**src/rtl/cpu_sram_arbiter.sv**
```systemverilog
// Two-channel (instruction / data) SRAM-like request arbiter onto one shared
// memory port. One transaction outstanding at a time, round-robin on ties,
// responses routed back only to the channel that issued the request.
module cpu_sram_arbiter (
    input  logic        clk,
    input  logic        resetn,

    input  logic        inst_req,
    input  logic        inst_wr,
    input  logic [3:0]  inst_wstrb,
    input  logic [31:0] inst_addr,
    input  logic [31:0] inst_wdata,
    output logic        inst_addr_ok,
    output logic        inst_data_ok,
    output logic [31:0] inst_rdata,

    input  logic        data_req,
    input  logic        data_wr,
    input  logic [3:0]  data_wstrb,
    input  logic [31:0] data_addr,
    input  logic [31:0] data_wdata,
    output logic        data_addr_ok,
    output logic        data_data_ok,
    output logic [31:0] data_rdata,

    output logic        mem_req_valid,
    input  logic        mem_req_ready,
    output logic        mem_wr,
    output logic [3:0]  mem_wstrb,
    output logic [31:0] mem_addr,
    output logic [31:0] mem_wdata,
    input  logic        mem_resp_valid,
    input  logic [31:0] mem_rdata
);

    typedef enum logic [1:0] {IDLE, REQ, RESP} state_t;

    state_t      state;
    state_t      state_next;
    logic        grant_inst;
    logic        grant_data;
    logic        owner;        // 0 = inst, 1 = data
    logic        last_grant;   // 0 = inst, 1 = data
    logic        wr_r;
    logic [3:0]  wstrb_r;
    logic [31:0] addr_r;
    logic [31:0] wdata_r;
    logic [31:0] rdata_r;
    logic        inst_ok_r;
    logic        data_ok_r;

    // Grant selection in IDLE and next-state logic for the transaction FSM
    always_comb begin
        grant_inst = 1'b0;
        grant_data = 1'b0;
        state_next = state;
        case (state)
            IDLE: begin
                if (inst_req && data_req) begin
                    // Tie: whoever did not win last time goes now
                    if (last_grant) grant_inst = 1'b1;
                    else            grant_data = 1'b1;
                end else if (inst_req) begin
                    grant_inst = 1'b1;
                end else if (data_req) begin
                    grant_data = 1'b1;
                end
                if (grant_inst || grant_data) state_next = REQ;
            end
            REQ:     if (mem_req_ready)  state_next = RESP;
            RESP:    if (mem_resp_valid) state_next = IDLE;
            default: state_next = IDLE;
        endcase
    end

    assign inst_addr_ok  = grant_inst;
    assign data_addr_ok  = grant_data;
    assign mem_req_valid = (state == REQ);
    assign mem_wr        = wr_r;
    assign mem_wstrb     = wstrb_r;
    assign mem_addr      = addr_r;
    assign mem_wdata     = wdata_r;
    assign inst_data_ok  = inst_ok_r;
    assign data_data_ok  = data_ok_r;
    assign inst_rdata    = rdata_r;
    assign data_rdata    = rdata_r;

    // FSM state register
    always_ff @(posedge clk or negedge resetn) begin
        if (!resetn) state <= IDLE;
        else         state <= state_next;
    end

    // Capture the granted channel's request fields and ownership
    always_ff @(posedge clk or negedge resetn) begin
        if (!resetn) begin
            owner      <= 1'b0;
            last_grant <= 1'b0;
            wr_r       <= 1'b0;
            wstrb_r    <= 4'h0;
            addr_r     <= 32'h0;
            wdata_r    <= 32'h0;
        end else if (grant_data) begin
            owner      <= 1'b1;
            last_grant <= 1'b1;
            wr_r       <= data_wr;
            wstrb_r    <= data_wstrb;
            addr_r     <= data_addr;
            wdata_r    <= data_wdata;
        end else if (grant_inst) begin
            owner      <= 1'b0;
            last_grant <= 1'b0;
            wr_r       <= inst_wr;
            wstrb_r    <= inst_wstrb;
            addr_r     <= inst_addr;
            wdata_r    <= inst_wdata;
        end
    end

    // Register the response and pulse the owner's completion for one cycle
    always_ff @(posedge clk or negedge resetn) begin
        if (!resetn) begin
            rdata_r   <= 32'h0;
            inst_ok_r <= 1'b0;
            data_ok_r <= 1'b0;
        end else begin
            inst_ok_r <= 1'b0;
            data_ok_r <= 1'b0;
            if (state == RESP && mem_resp_valid) begin
                rdata_r   <= mem_rdata;
                inst_ok_r <= ~owner;
                data_ok_r <= owner;
            end
        end
    end

endmodule

```
**config.mk**
```make
export PLATFORM = sky130hd
export DESIGN_NAME = cpu_sram_arbiter
export DESIGN_NICKNAME = d
export VERILOG_FILES = /design/src/rtl/cpu_sram_arbiter.sv
export SDC_FILE = /design/constraint.sdc
export NUM_CORES = 1
export LEC_CHECK = 0
export ABC_AREA = 1
export CORE_AREA = 2 2 121 123
export CTS_BUF_LIST = sky130_fd_sc_hd__clkbuf_2
export DETAILED_ROUTE_END_ITERATION = 8
export DIE_AREA = 0 0 123 125
export GPL_ROUTABILITY_DRIVEN = 0
export PLACE_DENSITY = 0.86
export SLEW_MARGIN = 20
export SYNTH_ARGS = -nofsm -noshare
export SYNTH_HDL_FRONTEND = slang
export SYNTH_SLANG_ARGS = --single-unit
```
**constraint.sdc**
```tcl
create_clock -name clk -period 2.6 [get_ports clk]
set_input_delay 0.78 -clock clk [delete_from_list [all_inputs] [get_ports clk]]
set_output_delay 0.78 -clock clk [all_outputs]
set_load 0.05 [all_outputs]
```
---- Word-level counts from Yosys, hierarchy flattened ----
Cells that the tools add are included.
W data, S select, Z words.
operators by class
  shift-type cells ........................ 0
  div/mod/pow operators ................... 0
  reductions and logical operators ........ 6
  order comparisons ....................... 0
  equality and inequality tests ........... 5
  bitwise gates (word level) .............. 1
  muxes and demuxes ....................... 27
  add/subtract/negate cells ............... 0
  $mul .................................... 0
operators with widths
  kind                  number
  $mux W32              4
  $mux W1               17
  $mux W4               2
  $mux W2               3
  $pmux W2 S3           1
  $ne A2 B2 Y1 const B  2
  $reduce_and A3 Y1     1
  $eq A2 B1 Y1 const B  1
  $eq A2 B2 Y1 const B  1
  $logic_and A1 B1 Y1   2
  $logic_not A2 Y1      1
  $ne A2 B1 Y1 const B  1
  $reduce_bool A2 Y1    1
  $logic_or A1 B1 Y1    1
  $not A1 Y1            1
word-level totals
  latch bits .............................. 0
  register bits ........................... 106
  output and inout port bits .............. 138
  word-level logic and storage cells ...... 48
  memories ................................ 0
  memory bits (read-only) ................. 0
  memory bits (writable) .................. 0

---- Longest topological paths before layout ----
  word-level depth ........................ 7
  gate-level depth with buffers ........... 8
  gate-level depth less buffers ........... 7

---- Worst setup path before layout ----
Ideal clock, no wire load.
  path type ............................... in2out
  start point ............................. input port data_req
  end point ............................... output port inst_addr_ok
  path buffers ............................ 2
  slack ................................... -0.082 ns
  data required time ...................... 1.820 ns
  stages .................................. 3
  arrival time ............................ 1.902 ns
  cells stage by stage .................... buf_4 clkbuf_1 a21oi_1
between the ends
  word-level cells in the longest chain between the ends .. 4
ends and longest elaborated chain
  what                   line  source
  start, declared        17    input logic data_req,
  $logic_and A1 B1 Y1    59    if (inst_req && data_req) begin
  $mux W1                59
  $mux W1 (2 in series)  57    case (state)
  end, declared          13    output logic inst_addr_ok,
No other way between the ends. The select of a mux whose other input is x is not followed.

---- Worst setup path after layout ----
  start point ............................. register state[1]
  end point ............................... output port inst_addr_ok
between the ends
  word-level cells in the longest chain between the ends .. 2
ends and longest elaborated chain
  what                    line  source
  start, declared         38    state_t state;
  start signal, assigned  91    else state <= state_next;
  $logic_not A2 Y1        57
  $mux W1                 57
No other way between the ends.

==> flow_summary.json <==
{
  "core_mm2": 0.0142,
  "fin_skew_ns": 0.0328,
  "cp.arrival_ns": 1.65,
  "worst_pin_slew_ns": 0.628,
  "hp-class": "input pin to async pin",
  "syn_area_mm2": 0.00603,
  "required_ns": 1.82,
  "fin_util_pct": 64.0,
  "fill_cells": 1333,
  "nets": 1357,
  "grt_first_pass_wirelength_um": 29200,
  "cts.sinks": 106,
  "rows": 44,
  "seq_area_frac_synth_pct": 44.0,
  "vdd_drop_max_mv": 0.573,
  "cts_buffers": 9,
  "start_util_pct": 42.5,
  "maxSlewViolCount": 0,
  "ctsHoldBuffers": 0,
  "critPathKind": "flop to output pin",
  "io-pin-count": 314,
  "synth_area_leader_cell": "dfrtp_1",
  "end_kind": "output pin",
  "finalSetupViolCount": 0,
  "cts_root_buffer": "clkbuf_2",
  "wl_per_cell_um": 13.1,
  "p_leak_uw": 0.00561,
  "insertion_delay_ns": 0.59,
  "dr_total_vias": 6181,
  "period_share_pct": 93.6,
  "ys_types": 19,
  "dpl_cell_area_mm2": 0.00913,
  "powerDensity_mw_per_mm2": 1230,
  "drcViolationCount": 0,
  "status": "finished clean",
  "fin_area_mm2": 0.00909,
  "post-route-min-period_ns": 2.43,
  "antenna_left": 0,
  "avgSynthCellArea_um2": 6.55,
  "portBuffers": 313,
  "clk_pin_slew_ns": 0.26,
  "crit_fanout": 3,
  "dieArea_mm2": 0.0154,
  "area_growth_pct": 50.7,
  "first_pass_iters": 6,
  "drive_gt1_share_pct": 3.29,
  "yosys.area.top_type_share_pct": 44.0,
  "rsz0062_at_grt": "no",
  "synth.area.top_cells": "dfrtp_1, nand2_1, inv_1",
  "clock.fmax_mhz": 411,
  "cap_viol_max_count": 0,
  "grt_usage_pct": 24.1,
  "cts_buffer_depth": 2,
  "die_y_um": 125,
  "multi_input_area_mm2": 0.00203,
  "hold_viol_final": 0,
  "drt-initial-drc-count": 256,
  "grt.overflow.total": 0,
  "slew_headroom_pct": 58.2,
  "grt_antenna_before_repair": 1,
  "final-seq-area_mm2": 0.00265,
  "via_per_inst": 4.51,
  "dp_hpwl_um": 12800,
  "yosysWarnings": 0,
  "drt_wl_total_um": 17900,
  "synthCells": 921,
  "tritoncts": "built",
  "ys_ff_latch": 106,
  "grt_max_degree": 107,
  "grt_pass1_vias": 5950,
  "htreeDepth": 3,
  "die_w_um": 123,
  "synth_fp_nets": 1097,
  "critPathLaunchType": "flop"
}
[worst max-delay path, cell delays in order, from the launching register on]
cell and delay, ns:
dfrtp_2 0.47, nor2_2 0.20, nand2_1 0.09, a21oi_2 0.17, buf_12 0.16
[metal layers]
metal	wire length, um	up-vias	global-route usage (%)	part of all wire, %
met2	8920	252	42.5	50
met3	1540	41	6.52	8.6
met1	6840	2786	26.9	38
met5	0	-	0	0
met4	631	0	10.4	3.5
li1	-	3102	-	-
[where the power goes]
| group | switching (uW) | total, uW | internal, uW |
|---|---|---|---|
| Clock | 567 | 785 | 217 |
| Sequential | 445 | 2850 | 2410 |
| Combinational | 5570 | 7540 | 1970 |
| Total | 6580 | 11200 | 4600 |
[Yosys cell counts]
| master | number |
|---|---|
| nand3b_1 | 1 |
| dfrtp_1 | 106 |
| nand3_1 | 70 |
| nand2_2 | 1 |
| o31ai_1 | 1 |
| o21ai_0 | 33 |
| nand2_1 | 381 |
| buf_2 | 25 |
| a21oi_1 | 1 |
| inv_1 | 216 |
| nor2_2 | 1 |
| inv_2 | 1 |
| clkbuf_1 | 15 |
| nand3_2 | 1 |
| nand4_1 | 1 |
| clkinv_1 | 27 |
| nor2_4 | 1 |
| nor2_1 | 4 |
| buf_4 | 35 |
[cell usage in the layout, fill, tap and decap left out, drive strengths merged]
cell type      instances
clkbuf                 9
nand3                 71
nor2                   6
a21oi                  1
clkinv                29
nand3b                 1
diode                  2
bufinv                 1
nand4                  1
clkdlybuf4s50        172
nand2                382
o21ai                 33
buf                   16
dlygate4sd2          136
inv                  218
clkinvlp               3
o31ai                  1
dfrtp                106
[kinds of logic after synthesis]
logic type | synth area share [%]
and+or+nand+nor | 30.5
buffers and inverters | 22.5
DFF | 44.0
AOI/OAI and AO/OA | 2.94
[state kept, by name, summed over array words and instances (netlist names)]
register	cells
data_rdata	32
mem_wdata	32
inst_data_ok	1
last_grant	1
mem_addr	32
data_data_ok	1
state	2
mem_wstrb	4
mem_wr	1
[final cells by class]
| class | instances | share of cell area [%] |
|---|---|---|
| multi-input combinational | 496 | 22.3 |
| tap | 184 | 2.53 |
| antenna | 2 | 0.0550 |
| clock inverter | 7 | 0.757 |
| inverter | 244 | 10.1 |
| clock buffer | 9 | 0.495 |
| timing repair buffer | 324 | 34.6 |
| sequential | 106 | 29.2 |
[path summary, 6_finish.rpt]
check	from	to	slack, ns	depth (start not counted)
worst max-delay path	state[1]	inst_addr_ok	0.17	4
worst min-delay path	resetn	mem_addr[11]	0.20	2
worst max register to register	state[0]	data_rdata[15]	1.05	5
worst min register to register	last_grant	inst_data_ok	0.50	1
max in group asynchronous	resetn	state[1]	1.88	2
min in group clk	last_grant	inst_data_ok	0.50	1
[stage by stage]
| step | setup slack (ns) | instances | TNS (ns) | hold WS [ns] | power, uW |
|---|---|---|---|---|---|
| after floorplan | 0.178 | 921 | 0 | 0.446 | 8500 |
| after global placement | -0.0227 | 1353 | -0.0227 | 0.462 | 11000 |
| after detailed placement | -0.00777 | 1353 | -0.00777 | 0.464 | 11200 |
| after CTS | 0.0126 | 1369 | 0 | 0.173 | 11300 |
| after global routing | 0.0429 | 1372 | 0 | 0.189 | 11900 |
| final | 0.167 | 1372 | 0 | 0.195 | 11200 |
[timing repair]
| action | CTS | global route |
|---|---|---|
| gates cloned | 0 | 0 |
| resized for setup | 138 | 0 |
| endpoints found under the hold margin | 0 | 0 |
| setup buffers | 0 | 1 |
| endpoints found under the setup margin | 137 | 2 |
Note: power is estimated with default switching activity, not from simulation.
